===== src/rtl/decode_pkg.sv =====
// Shared constants for the RV32I decode queue: opcode rows, control-field codes,
// bundle bit positions and the per-entry decode result type.
package decode_pkg;

  localparam int CTRL_W = 16;

  // opcode[6:2] rows
  localparam logic [4:0] OP_LOAD   = 5'b00000;
  localparam logic [4:0] OP_FENCE  = 5'b00011;
  localparam logic [4:0] OP_IMM    = 5'b00100;
  localparam logic [4:0] OP_AUIPC  = 5'b00101;
  localparam logic [4:0] OP_STORE  = 5'b01000;
  localparam logic [4:0] OP_OP     = 5'b01100;
  localparam logic [4:0] OP_LUI    = 5'b01101;
  localparam logic [4:0] OP_BRANCH = 5'b11000;
  localparam logic [4:0] OP_JALR   = 5'b11001;
  localparam logic [4:0] OP_JAL    = 5'b11011;
  localparam logic [4:0] OP_SYSTEM = 5'b11100;

  localparam logic [2:0] IMM_I_LOAD  = 3'b000;
  localparam logic [2:0] IMM_I_ARITH = 3'b001;
  localparam logic [2:0] IMM_I_SHIFT = 3'b010;
  localparam logic [2:0] IMM_S       = 3'b011;
  localparam logic [2:0] IMM_U       = 3'b100;
  localparam logic [2:0] IMM_B       = 3'b101;
  localparam logic [2:0] IMM_JALR    = 3'b110;
  localparam logic [2:0] IMM_J       = 3'b111;

  localparam logic [1:0] RES_ALU  = 2'b00;
  localparam logic [1:0] RES_MEM  = 2'b01;
  localparam logic [1:0] RES_U    = 2'b10;
  localparam logic [1:0] RES_PC4  = 2'b11;

  localparam logic [1:0] ALU_ADD   = 2'b00;
  localparam logic [1:0] ALU_BR    = 2'b01;
  localparam logic [1:0] ALU_FUNCT = 2'b10;

  // control bundle bit positions, MSB first
  localparam int B_ALUOP_HI  = 15;
  localparam int B_ALUOP_LO  = 14;
  localparam int B_ALUSRC    = 13;
  localparam int B_IMM_HI    = 12;
  localparam int B_IMM_LO    = 10;
  localparam int B_RES_HI    = 9;
  localparam int B_RES_LO    = 8;
  localparam int B_REGWRITE  = 7;
  localparam int B_MEMREQ    = 6;
  localparam int B_MEMWRITE  = 5;
  localparam int B_BRANCH    = 4;
  localparam int B_JAL       = 3;
  localparam int B_JALR      = 2;
  localparam int B_IMMPLUS   = 1;
  localparam int B_LDSIGNED  = 0;

  typedef struct packed {
    logic [CTRL_W-1:0] ctrl;
    logic              illegal;
    logic              sys;
    logic              csr;
  } decode_t;

endpackage


===== src/rtl/decode_queue_if.sv =====
// Fetch/execute handshake bundle for decode_queue; slave is the queue, master the
// surrounding pipeline.
interface decode_queue_if #(
  parameter int XLEN  = 32,
  parameter int DEPTH = 2
);
  logic                     i_valid;
  logic                     o_ready;
  logic [31:0]              i_instr;
  logic [XLEN-1:0]          i_pc;
  logic                     i_flush;
  logic                     o_valid;
  logic                     i_ready;
  logic [15:0]              o_ctrl;
  logic [XLEN-1:0]          o_pc;
  logic [31:0]              o_instr;
  logic                     o_illegal;
  logic                     o_sys;
  logic                     o_csr;
  logic [$clog2(DEPTH):0]   o_count;

  modport slave (
    input  i_valid, i_instr, i_pc, i_flush, i_ready,
    output o_ready, o_valid, o_ctrl, o_pc, o_instr, o_illegal, o_sys, o_csr, o_count
  );

  modport master (
    output i_valid, i_instr, i_pc, i_flush, i_ready,
    input  o_ready, o_valid, o_ctrl, o_pc, o_instr, o_illegal, o_sys, o_csr, o_count
  );
endinterface


===== src/rtl/decode_logic.sv =====
// Combinational RV32I decoder: instr -> {ctrl, illegal, sys, csr}.
// Define DECODE_ZICSR_EN to decode CSR accesses; otherwise they are illegal.
module decode_logic
  import decode_pkg::*;
(
  input  logic [31:0] instr,
  output decode_t     dec
);

  logic [4:0]        op;
  logic [2:0]        f3;
  logic [6:0]        f7;
  logic              shift_imm;
  logic [CTRL_W-1:0] ctrl;
  logic              legal;
  logic              sys;
  logic              csr;
  logic              plus_en;

  assign op        = instr[6:2];
  assign f3        = instr[14:12];
  assign f7        = instr[31:25];
  assign shift_imm = (f3 == 3'b001) || (f3 == 3'b101);

  always_comb begin
    ctrl    = '0;
    legal   = 1'b0;
    sys     = 1'b0;
    csr     = 1'b0;
    plus_en = 1'b0;
    case (op)
      OP_LOAD: begin
        legal = !((f3 == 3'b011) || (f3 == 3'b110) || (f3 == 3'b111));
        ctrl[B_ALUSRC]            = 1'b1;
        ctrl[B_IMM_HI:B_IMM_LO]   = IMM_I_LOAD;
        ctrl[B_RES_HI:B_RES_LO]   = RES_MEM;
        ctrl[B_REGWRITE]          = 1'b1;
        ctrl[B_MEMREQ]            = 1'b1;
        ctrl[B_LDSIGNED]          = ~f3[2];
        plus_en                   = 1'b1;
      end
      OP_FENCE: legal = 1'b1;
      OP_IMM: begin
        legal = !shift_imm || (f7 == 7'b0000000) ||
                ((f3 == 3'b101) && (f7 == 7'b0100000));
        ctrl[B_ALUOP_HI:B_ALUOP_LO] = ALU_FUNCT;
        ctrl[B_ALUSRC]              = 1'b1;
        ctrl[B_IMM_HI:B_IMM_LO]     = shift_imm ? IMM_I_SHIFT : IMM_I_ARITH;
        ctrl[B_REGWRITE]            = 1'b1;
        plus_en                     = 1'b1;
      end
      OP_STORE: begin
        legal = (f3 < 3'b011);
        ctrl[B_ALUSRC]          = 1'b1;
        ctrl[B_IMM_HI:B_IMM_LO] = IMM_S;
        ctrl[B_MEMREQ]          = 1'b1;
        ctrl[B_MEMWRITE]        = 1'b1;
        plus_en                 = 1'b1;
      end
      OP_OP: begin
        legal = (f7 == 7'b0000000) ||
                ((f7 == 7'b0100000) && ((f3 == 3'b000) || (f3 == 3'b101)));
        ctrl[B_ALUOP_HI:B_ALUOP_LO] = ALU_FUNCT;
        ctrl[B_REGWRITE]            = 1'b1;
        plus_en                     = 1'b1;
      end
      OP_AUIPC, OP_LUI: begin
        legal = 1'b1;
        ctrl[B_IMM_HI:B_IMM_LO] = IMM_U;
        ctrl[B_RES_HI:B_RES_LO] = RES_U;
        ctrl[B_REGWRITE]        = 1'b1;
        plus_en                 = 1'b1;
      end
      OP_BRANCH: begin
        legal = !((f3 == 3'b010) || (f3 == 3'b011));
        ctrl[B_ALUOP_HI:B_ALUOP_LO] = ALU_BR;
        ctrl[B_IMM_HI:B_IMM_LO]     = IMM_B;
        ctrl[B_BRANCH]              = 1'b1;
        plus_en                     = 1'b1;
      end
      OP_JALR: begin
        legal = (f3 == 3'b000);
        ctrl[B_ALUSRC]          = 1'b1;
        ctrl[B_IMM_HI:B_IMM_LO] = IMM_JALR;
        ctrl[B_RES_HI:B_RES_LO] = RES_PC4;
        ctrl[B_REGWRITE]        = 1'b1;
        ctrl[B_JALR]            = 1'b1;
        plus_en                 = 1'b1;
      end
      OP_JAL: begin
        legal = 1'b1;
        ctrl[B_IMM_HI:B_IMM_LO] = IMM_J;
        ctrl[B_RES_HI:B_RES_LO] = RES_PC4;
        ctrl[B_REGWRITE]        = 1'b1;
        ctrl[B_JAL]             = 1'b1;
        plus_en                 = 1'b1;
      end
      OP_SYSTEM: begin
        // only the exact ECALL/EBREAK words are accepted in the funct3=000 space
        if (f3 == 3'b000) begin
          legal = (instr == 32'h0000_0073) || (instr == 32'h0010_0073);
          sys   = legal;
        end
`ifdef DECODE_ZICSR_EN
        else if (f3 != 3'b100) begin
          legal            = 1'b1;
          csr              = 1'b1;
          ctrl[B_ALUSRC]   = 1'b1;
          ctrl[B_REGWRITE] = 1'b1;
        end
`endif
      end
      default: legal = 1'b0;
    endcase
    if (plus_en) ctrl[B_IMMPLUS] = ~instr[5];
    if (instr[1:0] != 2'b11) legal = 1'b0;

    dec.ctrl    = legal ? ctrl : '0;
    dec.illegal = ~legal;
    dec.sys     = legal & sys;
    dec.csr     = legal & csr;
  end

endmodule


===== src/rtl/decode_queue.sv =====
// Registered RV32I decode stage: decodes on entry and buffers results in a
// DEPTH-entry FIFO toward execute, with valid/ready backpressure and flush.
module decode_queue
  import decode_pkg::*;
#(
  parameter int XLEN  = 32,
  parameter int DEPTH = 2
) (
  input logic            i_clk,
  input logic            i_rst,
  decode_queue_if.slave  dq
);

  localparam int PW = $clog2(DEPTH);
  localparam int CW = PW + 1;

  decode_t         dec_mem   [DEPTH];
  logic [XLEN-1:0] pc_mem    [DEPTH];
  logic [31:0]     instr_mem [DEPTH];

  logic [PW-1:0] wr_ptr;
  logic [PW-1:0] rd_ptr;
  logic [CW-1:0] count;
  logic          full;
  logic          empty;
  logic          push;
  logic          pop;
  decode_t       in_dec;

  decode_logic u_dec (
    .instr (dq.i_instr),
    .dec   (in_dec)
  );

  assign full  = (count == CW'(DEPTH));
  assign empty = (count == '0);
  assign push  = dq.i_valid && !full && !dq.i_flush;
  assign pop   = !empty && dq.i_ready && !dq.i_flush;

  always_ff @(posedge i_clk or posedge i_rst) begin
    if (i_rst) begin
      wr_ptr <= '0;
      rd_ptr <= '0;
      count  <= '0;
    end else if (dq.i_flush) begin
      wr_ptr <= '0;
      rd_ptr <= '0;
      count  <= '0;
    end else begin
      // power-of-two depth: pointers wrap by natural overflow
      if (push) wr_ptr <= wr_ptr + 1'b1;
      if (pop)  rd_ptr <= rd_ptr + 1'b1;
      case ({push, pop})
        2'b10:   count <= count + 1'b1;
        2'b01:   count <= count - 1'b1;
        default: count <= count;
      endcase
    end
  end

  always_ff @(posedge i_clk) begin
    if (push) begin
      dec_mem[wr_ptr]   <= in_dec;
      pc_mem[wr_ptr]    <= dq.i_pc;
      instr_mem[wr_ptr] <= dq.i_instr;
    end
  end

  // storage is not reset, so head fields are forced to zero while empty
  assign dq.o_valid   = !empty;
  assign dq.o_ready   = !full;
  assign dq.o_count   = count;
  assign dq.o_ctrl    = empty ? '0 : dec_mem[rd_ptr].ctrl;
  assign dq.o_illegal = empty ? 1'b0 : dec_mem[rd_ptr].illegal;
  assign dq.o_sys     = empty ? 1'b0 : dec_mem[rd_ptr].sys;
  assign dq.o_csr     = empty ? 1'b0 : dec_mem[rd_ptr].csr;
  assign dq.o_pc      = empty ? '0 : pc_mem[rd_ptr];
  assign dq.o_instr   = empty ? '0 : instr_mem[rd_ptr];

endmodule


===== src/flat_wrapper.sv =====
// flat-port wrapper written by rule: the top's interface ports become plain ports
module decode_queue_flat import decode_pkg::*;
#(
  parameter int XLEN  = 32,
  parameter int DEPTH = 2
)
  (i_clk, i_rst, dq_i_valid, dq_i_instr, dq_i_pc, dq_i_flush, dq_i_ready, dq_o_ready, dq_o_valid, dq_o_ctrl, dq_o_pc, dq_o_instr, dq_o_illegal, dq_o_sys, dq_o_csr, dq_o_count);
  decode_queue_if #(.XLEN(XLEN), .DEPTH(DEPTH)) dq_i ();
  input logic i_clk;
  input logic i_rst;
  input wire logic [$bits(dq_i.i_valid)-1:0] dq_i_valid;
  input wire logic [$bits(dq_i.i_instr)-1:0] dq_i_instr;
  input wire logic [$bits(dq_i.i_pc)-1:0] dq_i_pc;
  input wire logic [$bits(dq_i.i_flush)-1:0] dq_i_flush;
  input wire logic [$bits(dq_i.i_ready)-1:0] dq_i_ready;
  output wire logic [$bits(dq_i.o_ready)-1:0] dq_o_ready;
  output wire logic [$bits(dq_i.o_valid)-1:0] dq_o_valid;
  output wire logic [$bits(dq_i.o_ctrl)-1:0] dq_o_ctrl;
  output wire logic [$bits(dq_i.o_pc)-1:0] dq_o_pc;
  output wire logic [$bits(dq_i.o_instr)-1:0] dq_o_instr;
  output wire logic [$bits(dq_i.o_illegal)-1:0] dq_o_illegal;
  output wire logic [$bits(dq_i.o_sys)-1:0] dq_o_sys;
  output wire logic [$bits(dq_i.o_csr)-1:0] dq_o_csr;
  output wire logic [$bits(dq_i.o_count)-1:0] dq_o_count;
  assign dq_i.i_valid = dq_i_valid;
  assign dq_i.i_instr = dq_i_instr;
  assign dq_i.i_pc = dq_i_pc;
  assign dq_i.i_flush = dq_i_flush;
  assign dq_i.i_ready = dq_i_ready;
  assign dq_o_ready = dq_i.o_ready;
  assign dq_o_valid = dq_i.o_valid;
  assign dq_o_ctrl = dq_i.o_ctrl;
  assign dq_o_pc = dq_i.o_pc;
  assign dq_o_instr = dq_i.o_instr;
  assign dq_o_illegal = dq_i.o_illegal;
  assign dq_o_sys = dq_i.o_sys;
  assign dq_o_csr = dq_i.o_csr;
  assign dq_o_count = dq_i.o_count;
  decode_queue #(.XLEN(XLEN), .DEPTH(DEPTH)) u_core (.i_clk(i_clk), .i_rst(i_rst), .dq(dq_i));
endmodule

===== config.mk =====
export PLATFORM = sky130hd
export DESIGN_NAME = decode_queue_flat
export DESIGN_NICKNAME = d
export VERILOG_FILES = /design/src/rtl/decode_pkg.sv /design/src/rtl/decode_queue_if.sv /design/src/rtl/decode_logic.sv /design/src/rtl/decode_queue.sv /design/src/flat_wrapper.sv
export SDC_FILE = /design/constraint.sdc
export NUM_CORES = 1
export LEC_CHECK = 0
export ABC_AREA = 0
export CAP_MARGIN = 20
export CORE_MARGIN = 2
export CORE_UTILIZATION = 45
export CTS_BUF_LIST = sky130_fd_sc_hd__clkbuf_8
export CTS_CLUSTER_DIAMETER = 200
export DETAILED_ROUTE_END_ITERATION = 8
export PLACE_DENSITY = 0.73
export SETUP_SLACK_MARGIN = 0.15
export SYNTH_ARGS = -nofsm -noshare
export SYNTH_HDL_FRONTEND = slang
export SYNTH_SLANG_ARGS = --single-unit

===== constraint.sdc =====
create_clock -name i_clk -period 7.73 [get_ports i_clk]
set_input_delay 0.773 -clock i_clk [delete_from_list [all_inputs] [get_ports i_clk]]
set_output_delay 0.773 -clock i_clk [all_outputs]
set_load 0.005 [all_outputs]

==> reports/summary.md <==
By area, the combinational part of the netlist is dominated by multiplexers. The most common cell after layout, fill and taps aside is edfxtp_1. The average routed wire per standard cell is 17.7 um, and the largest driver fanout on the critical path is 50. The final count of hold timing violations came out at 0. Summing over every cut layer, the via total after detailed routing is 4215. Buffers added to address setup during post-CTS repair amount to 0. The count of input and output buffers is 154, and the die boundary width is 128 um.

Relative to the synthesized area, the layout overhead comes to 30.7%. Across the routed clock network, the largest skew measured is 0.00950 ns. TritonCTS built the clock tree.

The number of max-slew violations in the final report is 0, and the portion of total power attributed to combinational logic is 13.4%. After technology mapping, the gate count stands at 458. Dividing the detail-routed via count by the number of cells gives 5.20. The via count of the first global-routing pass was 4350. The tree is rooted in a clkbuf_8. Power dissipated by switching net loads: 0.441 mW. Clock-pin slew was measured on the worst setup and hold paths at 0.09 ns. The routed design uses 731 um of met3 wire.

The tools report the clock share of power as 33.2%. Of the total synthesized cell area, the portion taken by full adders, half adders and majority gates is 0%. On the critical path, the stage with the largest delay is an instance of dfrtp_4. The maximum number of pins on one net before global-route repair is 51, and the worst slew margin relative to its limit is 25.7%. For the warning count from the yosys run, the log shows 0. The placed instances occupy a cell area of 0.00861 mm2.

After clock tree synthesis, the repair step resized 0 gates. Nature of the critical path endpoint: an output pin. Setup repair after global routing left no endpoint under its margin. The number of buffers added to fix hold violations after cts is 0. The total of flip-flops plus latches after synthesis is 166, and the cell internal power dissipation is 1.51 mW. Maximum clock insertion buffer count: 2.

The H-tree was split into 4 levels. Across all register-to-register paths, the minimum setup slack is 5.36 ns. After the last flow step, the layout net total stands at 678.

The initial antenna violation count is 0, and the half-perimeter wire length after detailed placement is 9330 um. The library cells used most frequently in the layout, excluding fill and tap cells, are edfxtp_1, clkdlybuf4s50_1, nor2_1. The effective utilization at floorplan is 45.8%, and the total nets after synthesis is 527. For this block, the routed nets add up to 14300 um of wire.

The slew at the pin with the worst max-slew slack was 1.11 ns; the number of top-level design ports was 156. Measured along the y axis, the die boundary spans 128 um. The detailed router finished its first iteration with 258 violations.

The worst setup path is launched from a register. The ratio of total power to cell area is 216 mW/mm2, and the static leakage is 2.92 nW. Arrival time reported for the critical path endpoint: 3.06 ns. Counting the fill cells in the layout gives 1202. The tools report the endpoint of the worst-slack reg-to-reg timing path as u_core.rd_ptr. 0 antenna diodes ended up in the layout. The smallest clock period supported by the final layout is computed as 3.83 ns.

The detail route stage leaves a number of antenna-violating nets equal to 0. The critical path is of the register to output pin type. The run finished with clean final reports.

The tools report the DRC violations left as 0. The total length of routed met2 wires was 7230 um. The pre-antenna-repair detailed-routing pass consisted of 4 iterations.

The synthesized-area fraction occupied by ao, oa, aoi and oai cells works out to 2.50%. The critical path's top delay family was buffers and inverters. In this run switching power makes up 22.6% of total power. For this design, the sink count on the clock tree is 166. Setup violations remaining at the end of the flow were counted as 0. The period utilization is 49.6%, and the multiplexer share of the synthesized area is 11.9%. The mapped netlist covers 0.00691 mm2. A synthesized cell averages 15.1 um2. For the worst flop-to-flop path, the logic depth is 6. The detailed router put a total of 6230 um of wire on met1. The max-capacitance violation count came out at 0. The predominant post-synthesis flop cell is edfxtp_1. After synthesis, the cell types taking the most area are edfxtp_1, mux2i_1, nor2_1, dfrtp_1, nor3_2. The sum of negative setup slack was 0 ns; the count of standard-cell rows was 45. The simple logic cell fraction of the synthesized area is 11.0%. Area share of the largest cell type after synthesis: 70.4%. Registers are responsible for 53.4% of the overall power. The delay of the slowest critical-path stage was 0.81 ns. The reg-to-reg startpoint is u_core.dq.o_count[0].

Async set-or-reset flop fraction in the synthesized netlist: 2.41%. For the peak supply drop, the log shows 0.111 mV. The floorplan die area was 0.0164 mm2; the clock insertion delay at the later pin of the skew report was 0.44 ns. Of the cells placed in the final design, the portion with a size suffix greater than 1 is 8.68%. The netlist uses 41 different library cells. Sequential cells were found to cover 71.9% of the synthesized design area. The signal on the critical path passes through buf_4, mux2i_1, nor2_1, clkdlybuf4s50_1.

Together, buffers and inverters on the worst path number 2. The core region is 0.0151 mm2. After Yosys synthesis, XOR and XNOR cells account for 0.380% of the synthesized area. Library cell with the largest summed area after synthesis: edfxtp_1. In this run the worst hold path is classified as input pin to async pin.

The top routing layer in use is met4. The number of buffers added by the clock tree synthesis step came out at 17. The placer's final routability congestion estimate was 0.806; the total track usage was 17.9%.

The tools report the remaining global-route overflow as 0. The finished cells cover 0.00902 mm2. The first global-routing pass estimated 22400 um of wire. Derived from the worst setup path, the maximum achievable clock frequency is 261 MHz. At the worst endpoint, the required time is 6.96 ns. The number of enable-type register cells in the synthesized netlist came out at 162.
## flip-flops by register name, indices dropped and copies added, names as in the netlist
signal,flops
u_core.instr_mem,64
u_core.pc_mem,64
u_core.dec_mem,34
u_core.dq.o_count,2
u_core.rd_ptr,1
u_core.wr_ptr,1
## stage by stage
step / utilization [%] / cells / power (mW) / hold slack (ns) / setup slack, ns
floorplan: - / 458 / 1.19 / 0.519 / 0.335
global placement: 57.0 / 778 / 1.32 / 0.555 / 4.13
detailed placement: 57.0 / 778 / 1.33 / 0.592 / 4.08
CTS: 59.8 / 810 / 1.97 / 0.495 / 3.81
global route: 59.8 / 810 / 2.03 / 0.499 / 3.67
finish: 59.8 / 810 / 1.95 / 0.518 / 3.90
## worst register-to-register path, cell delays in order (launching register included)
cell	delay (ns)
dfrtp_1	0.47
nor2_4	0.81
buf_4	0.55
inv_1	0.11
nand2_1	0.10
xor2_1	0.16
nor2_1	0.06
## Yosys cell counts, types with 2 or more instances
library cell    n
a211oi_2        3
nor4b_1         2
nor3b_1         4
nand4_1         2
a211oi_1        2
buf_2          12
a21oi_1         3
xor2_1          3
nor3_1          6
o21ai_0         5
nand3_1         2
buf_4           4
clkbuf_1       10
nor4_1          8
nor4_2          2
and2_1          2
dfrtp_1         4
nor2b_1         2
nand2_1        10
nand2b_1        5
a31oi_1         3
edfxtp_1      162
nor2_1         94
nor3_2          7
mux2i_1        82
inv_1           4
## cell families (layout without fill, tap and decap cells)
family                 count (synthesis)  count (layout)
AO/OA/AOI/OAI                         22              22
XOR/XNOR                               3               3
buffers and inverters                 32             196
flip-flops                           166             166
multiplexers                          82              82
other                                  1               1
AND/OR/NAND/NOR                      152             152
## how the worst max path moves through the flow
stage                  start                    to  cells after the start
6_report       u_core.rd_ptr         dq_o_ctrl[14]                      4
5_1_grt        u_core.rd_ptr         dq_o_ctrl[14]                      4
4_1_cts        u_core.rd_ptr         dq_o_ctrl[14]                      4
3_5_place_dp   dq_i_instr[4]  u_core.dec_mem[1][3]                      6
3_3_place_gp   dq_i_instr[4]  u_core.dec_mem[0][3]                      6
2_1_floorplan     dq_i_valid  u_core.dec_mem[1][0]                      2
## cell type report
cell class / instances / area, um2 / area share [%]
clock buffers: 17 / 234 / 2.59
clock inverters: 15 / 184 / 2.04
well taps: 188 / 235 / 2.61
multi-input cells: 260 / 1800 / 20.0
repair buffers: 160 / 1590 / 17.6
inverters: 4 / 15.0 / 0.166
flip-flops and latches: 166 / 4970 / 55.1
## power by group through the flow
stage          Clock, mW  Sequential [mW]  Combinational [mW]
6_report           0.649             1.04               0.261
5_1_grt            0.698             1.05               0.284
4_1_cts            0.665             1.04               0.266
3_5_place_dp           0             1.06               0.264
3_3_place_gp           0             1.06               0.261
2_1_floorplan          0             1.06               0.126
## layer usage
metal	GRT usage (%)	vias up
met5	0	-
met4	4.85	0
met3	5.18	9
li1	-	2005
met1	22.4	2097
met2	30.5	104
(Power assumes the default switching activity.)
